<file path="src/rtl/seq_shift_add_multiplier_pkg.sv">
// ---------------------------------------------------------------------------
// seq_shift_add_multiplier_pkg
//   Shared definitions for the sequential shift-and-add multiplier:
//   FSM state encoding and an elaboration-time clog2 used to size the
//   iteration counter.
// ---------------------------------------------------------------------------
package seq_shift_add_multiplier_pkg;

    localparam logic [1:0] ST_IDLE = 2'd0;
    localparam logic [1:0] ST_RUN  = 2'd1;
    localparam logic [1:0] ST_DONE = 2'd2;

    typedef enum logic [1:0] {
        IDLE = ST_IDLE,
        RUN  = ST_RUN,
        DONE = ST_DONE
    } state_t;

    // Number of bits needed to hold values 0..value-1 (ceil(log2(value))).
    function automatic int clog2(input int value);
        int width;
        int rem;
        width = 0;
        rem   = value - 1;
        while (rem > 0) begin
            width = width + 1;
            rem   = rem >> 1;
        end
        return width;
    endfunction

endpackage

</file>
<file path="src/rtl/seq_shift_add_multiplier_addern.sv">
// ---------------------------------------------------------------------------
// addern
//   Parameterised N-bit ripple-carry adder.
//   Ports:
//     a, b  : N-bit addends
//     cin   : carry in
//     sum   : N-bit sum
//     cout  : carry out of the most significant bit
// ---------------------------------------------------------------------------
module addern #(
    parameter int N = 32
) (
    input  logic [N-1:0] a,
    input  logic [N-1:0] b,
    input  logic         cin,
    output logic [N-1:0] sum,
    output logic         cout
);

    always_comb begin
        logic carry;
        // NOTE: every output of a combinational block gets a value before any
        // conditional logic, so no path can leave it unassigned and infer a latch.
        sum   = '0;
        carry = cin;
        for (int i = 0; i < N; i++) begin
            sum[i] = a[i] ^ b[i] ^ carry;
            carry  = (a[i] & b[i]) | (carry & (a[i] ^ b[i]));
        end
        cout = carry;
    end

endmodule

</file>
<file path="src/rtl/seq_shift_add_multiplier.sv">
// ---------------------------------------------------------------------------
// seq_shift_add_multiplier
//   Unsigned N x N -> 2N-bit multiplier, one shift-and-add step per clock,
//   reusing a single addern instance.
//   Ports:
//     clk     : clock, rising edge
//     rst_n   : asynchronous active-low reset
//     start   : request, accepted when busy=0 (IDLE or DONE)
//     a, b    : multiplicand / multiplier, captured on acceptance
//     busy    : high during the N iteration cycles
//     done    : one-cycle pulse, product valid
//     product : registered 2N-bit result, held until the next DONE
// ---------------------------------------------------------------------------
module seq_shift_add_multiplier
    import seq_shift_add_multiplier_pkg::*;
#(
    parameter int N = 32
) (
    input  logic           clk,
    input  logic           rst_n,
    input  logic           start,
    input  logic [N-1:0]   a,
    input  logic [N-1:0]   b,
    output logic           busy,
    output logic           done,
    output logic [2*N-1:0] product
);

    localparam int CW = clog2(N + 1);

    state_t          state;
    state_t          next_state;
    logic [N-1:0]    mcand;
    logic [N-1:0]    acc;
    logic [N-1:0]    mq;
    logic [CW-1:0]   count;

    logic            load;
    logic            step;
    logic            last;

    logic [N-1:0]    addend;
    logic [N-1:0]    sum;
    logic            cout;
    logic [2*N-1:0]  shifted;

    // Partial product only when the current multiplier LSB is set.
    assign addend = mq[0] ? mcand : '0;

    addern #(.N(N)) u_addern (
        .a    (acc),
        .b    (addend),
        .cin  (1'b0),
        .sum  (sum),
        .cout (cout)
    );

    // Right shift of {cout,sum,mq} by one; cout must survive into acc's MSB.
    assign shifted = {cout, sum, mq[N-1:1]};
    assign last    = (count == CW'(1));

    // NOTE: every register, including the datapath and the product copy, is
    // cleared by reset so nothing downstream ever sees X.
    always_ff @(posedge clk or negedge rst_n) begin
        if (!rst_n) begin
            state <= IDLE;
        end else begin
            // NOTE: sequential state uses non-blocking assignments so all
            // registers update together from pre-edge values.
            state <= next_state;
        end
    end

    always_comb begin
        next_state = state;
        busy       = 1'b0;
        done       = 1'b0;
        load       = 1'b0;
        step       = 1'b0;
        case (state)
            IDLE: begin
                if (start) begin
                    load       = 1'b1;
                    next_state = RUN;
                end
            end
            RUN: begin
                busy = 1'b1;
                step = 1'b1;
                if (last) begin
                    next_state = DONE;
                end
            end
            DONE: begin
                done = 1'b1;
                // Back-to-back acceptance straight out of DONE.
                if (start) begin
                    load       = 1'b1;
                    next_state = RUN;
                end else begin
                    next_state = IDLE;
                end
            end
            default: begin
                next_state = IDLE;
            end
        endcase
    end

    always_ff @(posedge clk or negedge rst_n) begin
        if (!rst_n) begin
            mcand   <= '0;
            acc     <= '0;
            mq      <= '0;
            count   <= '0;
            product <= '0;
        end else if (load) begin
            mcand <= a;
            mq    <= b;
            acc   <= '0;
            count <= CW'(N);
        end else if (step) begin
            {acc, mq} <= shifted;
            count     <= count - CW'(1);
            // product is only refreshed on entry to DONE, so it holds the
            // previous result while a new operation iterates.
            if (last) begin
                product <= shifted;
            end
        end
    end

endmodule

</file>
<file path="config.mk">
export PLATFORM = sky130hd
export DESIGN_NAME = seq_shift_add_multiplier
export DESIGN_NICKNAME = d
export VERILOG_FILES = /design/src/rtl/seq_shift_add_multiplier_pkg.sv /design/src/rtl/seq_shift_add_multiplier_addern.sv /design/src/rtl/seq_shift_add_multiplier.sv
export SDC_FILE = /design/constraint.sdc
export NUM_CORES = 1
export LEC_CHECK = 0
export ABC_AREA = 1
export CORE_UTILIZATION = 63
export DETAILED_ROUTE_END_ITERATION = 10
export DONT_BUFFER_PORTS = 1
export GPL_TIMING_DRIVEN = 0
export PLACE_DENSITY = 0.75
export SLEW_MARGIN = 20
export SYNTH_ARGS = -nofsm -noshare
export SYNTH_HDL_FRONTEND = slang
export SYNTH_SLANG_ARGS = --single-unit
</file>
<file path="constraint.sdc">
create_clock -name clk -period 22.3 [get_ports clk]
set_input_delay 2.23 -clock clk [delete_from_list [all_inputs] [get_ports clk]]
set_output_delay 2.23 -clock clk [all_outputs]
set_load 0.02 [all_outputs]
</file>
* Yosys cells after proc, flatten, opt, wreduce, memory -nomap -nowiden
Cells that the tools add are included.
** Word-level totals
- Register bits :: 168
- Bits of input ports :: 67
- Word-level logic and storage cells :: 190
** Cells by class
- Add/sub/neg operators :: 1
- Equal/unequal tests :: 5
- Muxes and demuxes :: 15
- Bitwise logic cells :: 158
- Reductions and logical operators :: 5
** Operators by type and width (number)
- $mux 32 :: 5
- $and 1x1->1 :: 63
- $xor 1x1->1 :: 63
- $or 1x1->1 :: 31
- $mux 6 :: 2
- $eq 6x1->1 const B :: 1
- $pmux 2 s3 :: 1
- $sub 6x1->6 const B :: 1
- $mux 1 :: 5
- $mux 2 :: 2
- $ne 2x2->1 const B :: 2
- $reduce_and 3->1 :: 1
- $eq 2x1->1 const B :: 1
- $eq 2x2->1 const B :: 1
- $logic_not 2->1 :: 1
- $reduce_and 2->1 :: 1
- $reduce_bool 2->1 :: 1
- $reduce_or 2->1 :: 1
- $not 1->1 :: 1

* Logic depth before layout (Yosys ltp)
- Depth after elaboration :: 66
- Mapped depth :: 37
- Depth with buffers taken out :: 36

* Cells and area by module
A second synthesis with hierarchy kept.
** Second synthesis, totals
- Cell total of the unflattened synthesis :: 847
- Area total of the unflattened synthesis :: 7607.3 um2
** By module, submodules not included
- seq_shift_add_multiplier :: instances 1, cells an instance 805, area each 6929.1 um2, sequential area each 4204.0 um2
- addern :: instances 1, cells an instance 42, area each 678.2 um2, sequential area each 0.0 um2

* Least setup slack after synthesis
No wires, ideal clock.
- Kind :: reg2reg
- Start point :: register mq[0]
- End point :: register product[62]
- Arrival :: 13.833 ns
- Slack :: 8.337 ns
- Cell stages (with the launch flop) :: 36
- Period minus slack after synthesis :: 13.963 ns
- Path through :: dfrtp_1 -> clkbuf_1 -> clkbuf_1 -> nand2_1 -> fa_1 -> fa_1 -> fa_1 -> fa_1 -> fa_1 -> fa_1 -> fa_1 -> fa_1 -> fa_1 -> fa_1 -> fa_1 -> fa_1 -> fa_1 -> fa_1 -> fa_1 -> fa_1 -> fa_1 -> fa_1 -> fa_1 -> fa_1 -> fa_1 -> fa_1 -> fa_1 -> fa_1 -> fa_1 -> fa_1 -> fa_1 -> fa_1 -> fa_1 -> fa_1 -> fa_1 -> o21ai_0
** On the way
- Cells in the longest elaborated chain, start to end :: 63
** Ends and longest elaborated chain
- start, declared :: line seq_shift_add_multiplier.sv:35 : logic [N-1:0] mq;
- start signal, assigned :: line seq_shift_add_multiplier.sv:123 : {acc, mq} <= shifted;
- $mux 32 * :: line seq_shift_add_multiplier.sv:48 : assign addend = mq[0] ? mcand : '0;
- $and 1x1->1 / $xor 1x1->1 (equally long branches) :: line seq_shift_add_multiplier_addern.sv:28 : carry = (a[i] & b[i]) | (carry & (a[i] ^ b[i]));
- $and 1x1->1 :: line seq_shift_add_multiplier_addern.sv:28
- $or 1x1->1 :: line seq_shift_add_multiplier_addern.sv:28
- $and 1x1->1 :: line seq_shift_add_multiplier_addern.sv:28
- $or 1x1->1 :: line seq_shift_add_multiplier_addern.sv:28
- $and 1x1->1 :: line seq_shift_add_multiplier_addern.sv:28
- $or 1x1->1 :: line seq_shift_add_multiplier_addern.sv:28
- [47 not listed]
- $or 1x1->1 :: line seq_shift_add_multiplier_addern.sv:28
- $and 1x1->1 :: line seq_shift_add_multiplier_addern.sv:28
- $or 1x1->1 :: line seq_shift_add_multiplier_addern.sv:28
- $and 1x1->1 :: line seq_shift_add_multiplier_addern.sv:28
- $or 1x1->1 :: line seq_shift_add_multiplier_addern.sv:28
- $and 1x1->1 :: line seq_shift_add_multiplier_addern.sv:28
- $or 1x1->1 :: line seq_shift_add_multiplier_addern.sv:28
- $xor 1x1->1 * :: line seq_shift_add_multiplier_addern.sv:27 : sum[i] = a[i] ^ b[i] ^ carry;
- end signal, assigned :: line seq_shift_add_multiplier.sv:128 : product <= shifted;
- end, declared :: line seq_shift_add_multiplier.sv:26 : output logic [2*N-1:0] product
Mark *: on every way between the ends. The rest lies on a longest branch, timed or not.
A chain may end at the register's enable or synchronous reset.

* Worst setup path in the final report
Ends and elaborated chain as after synthesis.

==> results.toml <==
[cts]
cts-resized-gates = 0
cts_hold_buf = 0
post_cts_buffers = 0
insertion_delay_ps = 430
h-tree-depth = 4
root_buffer = "clkbuf_16"
clkSlewWorstSetupHoldPaths_ps = 70
cts_buffer_depth = 2
cts_buffers = 17
clock-sinks = 168
cts_tree = "built"

[finish]
final_common_cell = "nand2_1"
most-common-layout-cells = "nand2_1 (272), dfrtp_1 (168), o21ai_0 (95)"
area_growth_pct = 11.3
diodes = 0
fillers = 873
fin_area_um2 = 8190
drive_above_1_share = 0.0896
final_nets = 892
post-route-util = 0.717

[synth]
ys_ff_latch = 168
synth_compound_area_frac = 0.116
synth_top_family_by_area = "simple AND/OR/NAND/NOR gates"
synthTopCellsByArea = "dfrtp_1 (57%), nand2_1 (14%), fa_1 (8.4%)"
yosys.area.top_type = "dfrtp_1"
synthSimpleGateAreaFrac = 0.153
synthMuxAreaShare = 0
syn_area_um2 = 7350
synth.distinct_cells = 23
synthXorXnorAreaFrac = 0
synthAdderAreaFrac = 0.0895
ys_seq_area_frac = 0.572
synth_top_cell_area_share = 0.572
yosys_warnings = 0
netlist_instances = 772
avgSynthCellArea_um2 = 9.53
synth_nets = 873

[drt]
wl_per_cell_um = 17.1
ant_nets = 0
detail_route.first_pass.iterations = 4
drcViolationCount = 0
wirelength_um = 16200
viasPerCell = 5.55
first_iter_violations = 384
via_count = 5252

[place]
place_congestion = 0.806
dpl_worst_slack_ps = 7440
port_buffers = 0
hpwl_um = 11100
dpl-instance-area_um2 = 7530

[floorplanning]
io_pins = 133
num_rows = 39
dieHeight_um = 110
die_w_um = 110
die_area_um2 = 12100
core-area_um2 = 11400
start_util = 0.644

[sta]
setup-tns-final_ps = 0
skew_ps = 6.40
period_needed_ps = 14930
rsz0062_at_grt = "no"
period_share = 0.669
maxSlewHeadroom = 0.563
timing_max_transition_violations_final = 0
hold_viol = 0
max_freq_mhz = 67.0
setup_viol = 0
worst_pin_slew_ps = 655
final.setup.worst_slack_ps = 7370

[setup_path]
critPathArrivalTime_ps = 15220
cpMostUsedCell = "fa_1"
crit_end = "product[62]"
worstSetupPathType = "flip-flop to flip-flop"
cp-end-kind = "flip-flop"
crit_path_start = "mq[0]"
crit_path_max_incr_delay_ps = 550
r2r_slack_ps = 7370
cp_max_fo = 10
crit_slowest_cell = "clkbuf_1"
r2r_cells = 35
worst_setup_path_start_kind = "flip-flop"
cp.required_ps = 22590
reg2reg_to = "product[62]"
r2r-start = "mq[0]"

[global_routing]
antenna_found_initial = 0
grt_usage = 0.286
first_global_vias = 5177
grt-ovfl-total = 0
grtUsageMet2 = 0.471
grt_max_degree = 169
met3_usage = 0.0964
busiest_layer = "met2"
grt_pass1_wl_um = 25300
gr-usage-met1 = 0.357

[power_and_ir_drop]
peakVddDrop_mv = 0.0607
p_total_uw = 630
cellLeakagePower_uw = 0.00378
power_density_nw_per_um2 = 76.9

[flow_run]
drv_cap = 0

[run_status]
run_status = "finished, final reports clean"

[min_path]
hold_class = "flip-flop to flip-flop"
synth_stat cells:
| master | number |
|---|---|
| nand2_1 | 272 |
| fa_1 | 31 |
| o211ai_1 | 2 |
| o21ai_0 | 95 |
| clkbuf_1 | 14 |
| dfrtp_1 | 168 |
| buf_2 | 22 |
| nand2_4 | 1 |
| inv_2 | 2 |
| buf_4 | 2 |
| o21ai_1 | 26 |
| nor2_1 | 9 |
| buf_6 | 4 |
| nand2_2 | 3 |
| clkinv_1 | 1 |
| buf_1 | 1 |
| o21ai_2 | 4 |
| inv_1 | 72 |
| nor3_1 | 1 |
| nor2_2 | 2 |
| ha_1 | 3 |
| o22ai_1 | 32 |
| nand3_1 | 5 |
sequential cells by signal (all words and copies together), names as in the netlist:
signal   count
product     64
acc         32
mcand       32
mq          32
count        6
state        2
worst min-delay path by stage:
stage,end,depth (start not counted),start,slack (ps)
global placement,mq[28],2,mq[28],460
detailed placement,mq[29],2,mq[29],470
finish,mcand[19],2,mcand[19],480
floorplan,mcand[21],2,mcand[21],450
global route,mq[13],2,mq[13],500
CTS,mq[8],2,mq[8],480
per-layer routing:
layer	share of wire	wire length [µm]
met1	0.41	6620
met2	0.49	7930
met3	0.087	1400
met4	0.014	233
met5	0	0
layout make-up:
type	count	area [µm²]	share of cell area
clock buffer	19	453	0.0553
multi-input combinational	486	2640	0.323
sequential	168	4200	0.514
inverter	75	282	0.0344
buffer	43	226	0.0277
clock inverter	13	200	0.0245
tap	143	179	0.0219
per-stage QoR:
step	hold WS, ps	instances
floorplan	449	772
global placement	461	915
detailed placement	465	915
CTS	482	947
global route	498	947
finish	479	947
critical path, delay by kind of cell, from the launching register on:
| kind | cells | cell delay (ps) |
|---|---|---|
| AOI/OAI and AO/OA | 1 | 90 |
| adders and majority gates | 31 | 13400 |
| buffers and inverters | 2 | 780 |
| DFF | 1 | 330 |
| and+or+nand+nor | 1 | 170 |
cells by family after synthesis:
group / Yosys count
and+or+nand+nor: 293
AOI/OAI and AO/OA: 159
buffers and inverters: 118
DFF: 168
adders and majority gates: 34
report_power, final:
group	switching, µW	internal (µW)	total, µW
clock network	121	204	325
logic	0	0.0000354	0.00126
registers	0	305	305
total	121	509	630
Note: power is estimated with default switching activity, not from simulation.
